<file path="config.mk">
export PLATFORM = sky130hd
export DESIGN_NAME = imem_loader_flat
export DESIGN_NICKNAME = d
export VERILOG_FILES = /design/src/rtl/imem_loader_if.sv /design/src/rtl/imem_loader.sv /design/src/flat_wrapper.sv
export SDC_FILE = /design/constraint.sdc
export NUM_CORES = 1
export LEC_CHECK = 0
export BUFFER_PORTS_ARGS = -buffer_cell sky130_fd_sc_hd__buf_4
export CORE_ASPECT_RATIO = 1.75
export CORE_UTILIZATION = 35
export DETAILED_ROUTE_END_ITERATION = 6
export SETUP_SLACK_MARGIN = 0.3
export SYNTH_ARGS = -nofsm -noshare
export SYNTH_HDL_FRONTEND = slang
export SYNTH_SLANG_ARGS = --single-unit
</file>
<file path="constraint.sdc">
create_clock -name clk_i -period 6.9 [get_ports clk_i]
set_input_delay 0.345 -clock clk_i [delete_from_list [all_inputs] [get_ports clk_i]]
set_output_delay 0.345 -clock clk_i [all_outputs]
set_load 0.02 [all_outputs]
</file>
<file path="src/rtl/imem_loader_if.sv">
// Byte-stream input, instruction-memory write port and status of the program loader.
interface imem_loader_if #(
   parameter int unsigned ADDR_W = 32
);
   logic              start_i;
   logic              byte_valid_i;
   logic [7:0]        byte_data_i;
   logic              byte_ready_o;
   logic              mem_we_o;
   logic [ADDR_W-1:0] mem_addr_o;
   logic [7:0]        mem_wdata_o;
   logic              busy_o;
   logic              done_o;
   logic              error_o;
   logic              core_hold_o;

   // Loader side
   modport slave (
      input  start_i, byte_valid_i, byte_data_i,
      output byte_ready_o, mem_we_o, mem_addr_o, mem_wdata_o,
      output busy_o, done_o, error_o, core_hold_o
   );

   // Stream source / memory / core side
   modport master (
      output start_i, byte_valid_i, byte_data_i,
      input  byte_ready_o, mem_we_o, mem_addr_o, mem_wdata_o,
      input  busy_o, done_o, error_o, core_hold_o
   );
endinterface

</file>
<file path="src/rtl/imem_loader.sv">
// Instruction-memory program loader: parses [len32 LE][payload][xor csum] and writes
// the payload to byte addresses 0..len-1, holding the core until a good load completes.
module imem_loader #(
   parameter int unsigned MEM_BYTES = 1024,
   parameter int unsigned ADDR_W    = 32
) (
   input  logic            clk_i,
   input  logic            rst_ni,
   imem_loader_if.slave    bus
);
   localparam int unsigned LEN_W = 32;
   localparam int unsigned IDX_W = 2;

   typedef enum logic [2:0] {
      S_IDLE, S_LEN, S_DATA, S_CSUM, S_DONE, S_ERR
   } state_e;

   state_e            state_q, state_d;
   logic [LEN_W-1:0]  len_q, len_d;
   logic [IDX_W-1:0]  hdr_idx_q, hdr_idx_d;
   logic [LEN_W-1:0]  cnt_q, cnt_d;
   logic [7:0]        csum_q, csum_d;
   logic              mem_we_q, mem_we_d;
   logic [ADDR_W-1:0] mem_addr_q, mem_addr_d;
   logic [7:0]        mem_wdata_q, mem_wdata_d;
   logic              busy_q, busy_d;
   logic              done_q, done_d;
   logic              error_q, error_d;
   logic              core_hold_q, core_hold_d;
   logic              accept_c;

   // start_i wins over a byte offered in the same cycle
   assign accept_c = busy_q & bus.byte_valid_i & ~bus.start_i;

   // Next-state, counters and registered output values
   always_comb begin
      state_d     = state_q;
      len_d       = len_q;
      hdr_idx_d   = hdr_idx_q;
      cnt_d       = cnt_q;
      csum_d      = csum_q;
      mem_we_d    = 1'b0;
      mem_addr_d  = mem_addr_q;
      mem_wdata_d = mem_wdata_q;

      if (bus.start_i) begin
         state_d   = S_LEN;
         len_d     = '0;
         hdr_idx_d = '0;
         cnt_d     = '0;
         csum_d    = '0;
      end else if (accept_c) begin
         unique case (state_q)
            S_LEN: begin
               // len is cleared on start, so OR-ing each byte into its lane assembles it
               len_d     = len_q | (LEN_W'(bus.byte_data_i) << {hdr_idx_q, 3'b000});
               hdr_idx_d = hdr_idx_q + IDX_W'(1);
               if (hdr_idx_q == IDX_W'(3)) begin
                  if (len_d == '0)                         state_d = S_CSUM;
                  else if (len_d > LEN_W'(MEM_BYTES))      state_d = S_ERR;
                  else                                     state_d = S_DATA;
               end
            end
            S_DATA: begin
               mem_we_d    = 1'b1;
               mem_addr_d  = ADDR_W'(cnt_q);
               mem_wdata_d = bus.byte_data_i;
               cnt_d       = cnt_q + LEN_W'(1);
               csum_d      = csum_q ^ bus.byte_data_i;
               if (cnt_d == len_q) state_d = S_CSUM;
            end
            S_CSUM: begin
               state_d = (bus.byte_data_i == csum_q) ? S_DONE : S_ERR;
            end
            default: ;
         endcase
      end

      busy_d      = (state_d == S_LEN) || (state_d == S_DATA) || (state_d == S_CSUM);
      done_d      = (state_d == S_DONE);
      error_d     = (state_d == S_ERR);
      core_hold_d = (state_d != S_DONE);
   end

   // State and output registers
   always_ff @(posedge clk_i or negedge rst_ni) begin
      if (!rst_ni) begin
         state_q     <= S_IDLE;
         len_q       <= '0;
         hdr_idx_q   <= '0;
         cnt_q       <= '0;
         csum_q      <= '0;
         mem_we_q    <= 1'b0;
         mem_addr_q  <= '0;
         mem_wdata_q <= '0;
         busy_q      <= 1'b0;
         done_q      <= 1'b0;
         error_q     <= 1'b0;
         core_hold_q <= 1'b1;
      end else begin
         state_q     <= state_d;
         len_q       <= len_d;
         hdr_idx_q   <= hdr_idx_d;
         cnt_q       <= cnt_d;
         csum_q      <= csum_d;
         mem_we_q    <= mem_we_d;
         mem_addr_q  <= mem_addr_d;
         mem_wdata_q <= mem_wdata_d;
         busy_q      <= busy_d;
         done_q      <= done_d;
         error_q     <= error_d;
         core_hold_q <= core_hold_d;
      end
   end

   assign bus.byte_ready_o = busy_q & ~bus.start_i;
   assign bus.mem_we_o     = mem_we_q;
   assign bus.mem_addr_o   = mem_addr_q;
   assign bus.mem_wdata_o  = mem_wdata_q;
   assign bus.busy_o       = busy_q;
   assign bus.done_o       = done_q;
   assign bus.error_o      = error_q;
   assign bus.core_hold_o  = core_hold_q;
endmodule

</file>
<file path="src/flat_wrapper.sv">
// flat-port wrapper written by rule: the top's interface ports become plain ports
module imem_loader_flat 
#(
   parameter int unsigned MEM_BYTES = 1024,
   parameter int unsigned ADDR_W    = 32
)
  (clk_i, rst_ni, bus_start_i, bus_byte_valid_i, bus_byte_data_i, bus_byte_ready_o, bus_mem_we_o, bus_mem_addr_o, bus_mem_wdata_o, bus_busy_o, bus_done_o, bus_error_o, bus_core_hold_o);
  imem_loader_if #(.ADDR_W(ADDR_W)) bus_i ();
  input  logic clk_i;
  input  logic rst_ni;
  input wire logic [$bits(bus_i.start_i)-1:0] bus_start_i;
  input wire logic [$bits(bus_i.byte_valid_i)-1:0] bus_byte_valid_i;
  input wire logic [$bits(bus_i.byte_data_i)-1:0] bus_byte_data_i;
  output wire logic [$bits(bus_i.byte_ready_o)-1:0] bus_byte_ready_o;
  output wire logic [$bits(bus_i.mem_we_o)-1:0] bus_mem_we_o;
  output wire logic [$bits(bus_i.mem_addr_o)-1:0] bus_mem_addr_o;
  output wire logic [$bits(bus_i.mem_wdata_o)-1:0] bus_mem_wdata_o;
  output wire logic [$bits(bus_i.busy_o)-1:0] bus_busy_o;
  output wire logic [$bits(bus_i.done_o)-1:0] bus_done_o;
  output wire logic [$bits(bus_i.error_o)-1:0] bus_error_o;
  output wire logic [$bits(bus_i.core_hold_o)-1:0] bus_core_hold_o;
  assign bus_i.start_i = bus_start_i;
  assign bus_i.byte_valid_i = bus_byte_valid_i;
  assign bus_i.byte_data_i = bus_byte_data_i;
  assign bus_byte_ready_o = bus_i.byte_ready_o;
  assign bus_mem_we_o = bus_i.mem_we_o;
  assign bus_mem_addr_o = bus_i.mem_addr_o;
  assign bus_mem_wdata_o = bus_i.mem_wdata_o;
  assign bus_busy_o = bus_i.busy_o;
  assign bus_done_o = bus_i.done_o;
  assign bus_error_o = bus_i.error_o;
  assign bus_core_hold_o = bus_i.core_hold_o;
  imem_loader #(.MEM_BYTES(MEM_BYTES), .ADDR_W(ADDR_W)) u_core (.clk_i(clk_i), .rst_ni(rst_ni), .bus(bus_i));
endmodule
</file>
## Word-level counts from Yosys, hierarchy flattened

Cells that the tools add are included.

| cells by class | value |
|---|---|
| equality and inequality tests | 12 |
| reduce and logical (&&, ||, !) cells | 9 |
| bitwise logic cells | 6 |
| div/mod/pow operators | 0 |
| shift-type cells | 1 |
| magnitude comparators | 1 |
| $add $sub $neg | 2 |
| multiply operators | 0 |
| mux-type cells | 23 |

Operators with widths:

| cell | number |
|---|---|
| $mux W32 | 6 |
| $add A32 B1 Y32 const B | 1 |
| $eq A32 B32 Y1 | 1 |
| $gt A32 B11 Y1 const B | 1 |
| $logic_not A32 Y1 | 1 |
| $or A32 B32 Y32 | 1 |
| $shl A8 B5 Y32 | 1 |
| $mux W8 | 3 |
| $mux W3 | 6 |
| $eq A3 B2 Y1 const B | 4 |
| $pmux W3 S3 | 1 |
| $eq A8 B8 Y1 | 1 |
| $xor A8 B8 Y8 | 1 |
| $eq A3 B1 Y1 const B | 2 |
| $eq A3 B3 Y1 const B | 2 |
| $mux W2 | 3 |
| $reduce_bool A2 Y1 | 3 |
| $mux W1 | 4 |
| $reduce_and A2 Y1 | 2 |
| $and A1 B1 Y1 | 3 |
| $ne A3 B3 Y1 const B | 1 |
| $reduce_and A3 Y1 | 1 |
| $add A2 B1 Y2 const B | 1 |
| $eq A2 B2 Y1 const B | 1 |
| other kinds (2) | 3 |

| storage, ports and cells | value |
|---|---|
| register bits | 122 |
| memories | 0 |
| bits in writable memories | 0 |
| logic and storage cells | 66 |
| latch bits | 0 |
| bits in read-only memories | 0 |
| input port bits | 12 |

## Longest topological paths before layout

| logic depth | value |
|---|---|
| word-level depth | 12 |
| mapped depth | 10 |

## Least setup slack after synthesis

OpenSTA, ideal clock, no wires.

| timing path | value |
|---|---|
| kind | register to register |
| from | reg u_core.cnt_q[0] |
| to | reg u_core.done_q, in the netlist u_core.bus.done_o |
| setup slack | 4290 ps |
| required time | 6780 ps |
| stages on the path, launching flop included | 10 |
| arrival time | 2489 ps |
| cell sequence | dfrtp_1 ha_1 xor2_1 a2111oi_0 nand3_1 or3_1 nor4_1 nand4_1 a2111o_1 and4_1 |

| on the way | value |
|---|---|
| cells in the longest elaborated chain, start to end | 7 |

Ends and longest elaborated chain:

| element | RTL line | RTL |
|---|---|---|
| start, declared | imem_loader.sv:21 | `logic [LEN_W-1:0] cnt_q, cnt_d;` |
| start signal, assigned | imem_loader.sv:104 | `cnt_q <= cnt_d;` |
| $add A32 B1 Y32 | imem_loader.sv:68 | `cnt_d = cnt_q + LEN_W'(1);` |
| $eq A32 B32 Y1 | imem_loader.sv:70 | `if (cnt_d == len_q) state_d = S_CSUM;` |
| $mux W3 | imem_loader.sv:70 |  |
| $pmux W3 S3 | imem_loader.sv:53 | `unique case (state_q)` |
| $mux W3 | imem_loader.sv:52 | `end else if (accept_c) begin` |
| $mux W3 | imem_loader.sv:46 | `if (bus.start_i) begin` |
| $eq A3 B3 Y1 | imem_loader.sv:80 | `done_d = (state_d == S_DONE);` |
| via u_core.done_d | imem_loader.sv:27 | `logic done_q, done_d;` |
| end signal, assigned | imem_loader.sv:110 | `done_q <= done_d;` |
| end, declared | imem_loader.sv:27 |  |

The timed path passes the listed nets, and every way through them passes these cells.
A chain may end at the register's enable or synchronous reset.

## Worst setup path in the final report

| timing path | value |
|---|---|
| from | reg u_core.cnt_q[4] |
| to | reg u_core.done_q, in the netlist u_core.bus.done_o |

Same word-level chain as after synthesis.

==> flow_metrics.env <==
export IMPL_swShare_pct=26.2
export IMPL_maxCapViolations=0
export IMPL_final_min_period_over_clock_period_pct=45.6
export IMPL_tightestPinTransition_ns=1.27
export IMPL_floorplan_rows=65
export IMPL_crit_required_ns=7.21
export IMPL_num_antenna_cells=0
export IMPL_status="finished, final reports clean"
export IMPL_final_core_utilization_pct=42.1
export IMPL_syn2layout_area_growth_pct=17.9
export IMPL_drtPass1Iterations=5
export IMPL_critPathCaptureType="register"
export IMPL_cts_path_max_buffers=2
export IMPL_fin_crit_ns=3.15
export IMPL_cp_slowest_cell="dfrtp_1"
export IMPL_residual_antenna_violating_net_count_after_detailed_routing=0
export IMPL_synth_distinct_cells=54
export IMPL_drc_errors=0
export IMPL_sequentialPowerShare_pct=42.6
export IMPL_fillCellCount=1783
export IMPL_start_to_end_type_of_the_worst_setup_path="register to register"
export IMPL_number_of_warnings_reported_in_the_yosys_synthesis_log=0
export IMPL_ir_worst_vdd_uv=157
export IMPL_intPower_uw=1280
export IMPL_synth_edff_count=0
export IMPL_fin_nets=706
export IMPL_cts_root_buf="clkbuf_16"
export IMPL_fin_worst_skew_ns=0.0137
export IMPL_r2r_start="u_core.cnt_q[4]"
export IMPL_grt_setup_unrepaired="no"
export IMPL_holdCritStartpoint="bus_byte_data_i[4]"
export IMPL_power_clock_fraction_pct=50.9
export IMPL_initial_core_util_pct=35.7
export IMPL_syn_instance_count=658
export IMPL_timing_final_max_slew_violations=0
export IMPL_yosysTopAreaCell="dfrtp_1"
export IMPL_dominantRegCellSynth="dfrtp_1"
export IMPL_grt_max_degree=77
export IMPL_ys_ff_latch=122
export IMPL_grt_first_pass_wirelength_mm=29.5
export IMPL_dp_hpwl_mm=13.7
export IMPL_design_die_area_sq_mm=0.0190
export IMPL_post_drt_wl_per_cell_um=19.8
export IMPL_grt_antenna_before_repair=0
export IMPL_final_setup_viol_count=0
export IMPL_yosysMostFrequentCell="dfrtp_1"
export IMPL_via_count_of_the_first_global_routing_pass=5265
export IMPL_worst_slew_margin_rel_pct=14.5
export IMPL_power_leakage_uw=0.00337
export IMPL_synth_area_top_cells="dfrtp_1 (47%), mux2_2 (7.0%), xor2_1 (6.1%), xnor2_1 (5.7%), nor2_1 (5.7%)"
export IMPL_multi_input_area_sq_mm=0.00316
export IMPL_postRouteWirelength_mm=18.6
export IMPL_worst_path_largest_cell_delay_ns=0.54
export IMPL_cts_made_buffers=17
export IMPL_portBuffers=57
export IMPL_global_route_usage_total_pct=20.7
export IMPL_grt_overflow_total=0
export IMPL_layout_drive_gt1_share_pct=21.4
export IMPL_sequential_to_total_area_share_from_yosys_stat_pct=47.4
export IMPL_worstSetupStartpoint="u_core.cnt_q[4]"
export IMPL_hold_path_class="primary input to register"
export IMPL_floorplan_io_pins=58
export IMPL_setup_tns_ns=0
export IMPL_ctsHtreeMaxLevel=4
export IMPL_cp_start_kind="register"
export IMPL_arrival_ns=3.45
export IMPL_final_hold_viol_count=0
export IMPL_maxClockFrequency_ghz=0.318
export IMPL_total_number_of_clock_tree_sinks=122
export IMPL_syn_avg_cell_area_sq_um=9.79
export IMPL_cts_resized=0
export IMPL_synthesis_nets=672
export IMPL_clock_insertion_delay_at_the_later_pin_of_the_skew_report_ns=0.43
export IMPL_gp_congestion=0.976
export IMPL_clock_pin_slew_on_the_worst_setup_and_hold_paths_ns=0.07
export IMPL_cellPowerDensity_mw_per_mm2=229
export IMPL_avgViaCountPerCell=5.45
export IMPL_routed_via_count=5121
export IMPL_p_comb_share_pct=6.5
export IMPL_synthesis_area_sq_mm=0.00644
export IMPL_synth_common_cells="dfrtp_1 (121), nor2_1 (97), a21oi_1 (51)"
export IMPL_worst_hold_slack_after_final_layout_ns=0.278
export IMPL_path_cells="nand4_4 -> nor2_2 -> nand4_2 -> o31ai_1 -> a21oi_1 -> or4_1 -> a2111o_1 -> and4_1"
export IMPL_die_y_um=181
export IMPL_seqCellArea_sq_mm=0.00305
export IMPL_path_max_fanout=8
export IMPL_cts_tree="yes"
export IMPL_async_reset_ff_share_pct=100
export IMPL_core_area_sq_mm=0.0181
export IMPL_die_x_um=105
export IMPL_netSwitchingPower_uw=455
export IMPL_number_of_violations_reported_at_the_end_of_detailed_routing_iteration_0=244
export IMPL_synth_largest_type_area_fraction_pct=47.0
power groups by stage:
| stage | combinational (uW) | clock (uW) | sequential [uW] |
|---|---|---|---|
| 6_report | 112 | 886 | 741 |
| 5_1_grt | 125 | 939 | 742 |
| 4_1_cts | 113 | 906 | 740 |
| 3_5_place_dp | 112 | 0 | 753 |
| 3_3_place_gp | 111 | 0 | 753 |
| 2_1_floorplan | 67.4 | 0 | 747 |
area by class of cell:
| type | count | share of cell area (%) |
|---|---|---|
| well taps | 234 | 3.86 |
| repair buffers | 63 | 6.26 |
| clock buffers | 18 | 5.78 |
| multi-input cells | 482 | 41.6 |
| flip-flops and latches | 122 | 40.2 |
| inverters | 6 | 0.297 |
| clock inverters | 14 | 1.94 |
final timing paths:
| path | to | slack [ns] | cells after the start |
|---|---|---|---|
| worst max-delay path | u_core.bus.done_o | 3.75 | 8 |
| worst min-delay path | u_core.len_q[28] | 0.28 | 3 |
| worst max register to register | u_core.bus.done_o | 3.75 | 8 |
| worst min register to register | u_core.bus.mem_addr_o[16] | 0.51 | 1 |
| max in group asynchronous | u_core.state_q[1] | 4.99 | 3 |
| min in group asynchronous | u_core.bus.busy_o | 0.48 | 2 |
through the flow:
step                      instance area [sq um]  worst slack, ns  power [uW]  std cells
after CTS                                  7590             3.76        1760        939
after floorplan                            6440             4.29         815        658
after global placement                     7000             3.84         863        906
final                                      7590             3.75        1740        939
after global routing                       7590             3.55        1810        939
after detailed placement                   7000             3.80         865        906
cell families (layout without fill, tap and decap cells):
group	Yosys count	in the layout	share of synthesized area (%)
AND/OR/NAND/NOR	264	264	21.3
multiplexers	45	45	7.77
buffers and inverters	54	101	3.58
flip-flops	122	122	47.4
XOR/XNOR	87	87	11.8
AO/OA/AOI/OAI	84	84	7.68
adder cells (fa/ha/maj)	2	2	0.389
state kept, by name (all words and copies together), names as in the netlist:
register	count
u_core.bus.busy_o	1
u_core.cnt_q	32
u_core.csum_q	8
u_core.bus.error_o	1
u_core.state_q	3
u_core.hdr_idx_q	2
u_core.bus.mem_addr_o	32
u_core.bus.mem_wdata_o	8
u_core.bus.mem_we_o	1
u_core.bus.core_hold_o	1
u_core.len_q	32
u_core.bus.done_o	1
critical path: cells and delay by family (launching register included):
family           cells  cell delay, ns
AND/OR/NAND/NOR      5            1.70
AO/OA/AOI/OAI        3            0.77
flip-flops           1            0.54
timing repair:
action / CTS / global route
setup buffers: 0 / 0
hold endpoints to repair: 45 / 0
hold buffers: 1 / 0
routing by layer:
metal	wire length (um)	part of all wire (%)	GRT usage [%]
met5	0	0	0
met3	533	2.9	3.52
met1	6850	37	21.6
met2	9910	53	36.7
met4	1260	6.8	16.1
cell usage in the layout, fill, tap and decap left out, types with 2 or more instances in the layout:
cell type    n
dfrtp_1    121
nor2_1      96
buf_4       62
a21oi_1     51
xor2_1      45
xnor2_1     42
nand2_1     40
mux2_2      40
nand3_1     23
nor4_1      21
clkbuf_16   17
nor3_1      16
nand4_1     12
o21ai_0     10
and3_1      10
inv_6        9
or4_1        7
inv_1        6
nand2b_1     6
nor2b_1      6
mux2i_1      5
a31oi_1      4
or3_1        4
o31ai_1      3
nand4_4      3
o211ai_1     3
and3b_1      2
o311ai_0     2
nor4_2       2
and4_1       2
a22oi_1      2
nor4b_1      2
ha_1         2
inv_8        2
No activity file was read; power rests on OpenSTA's default activity.
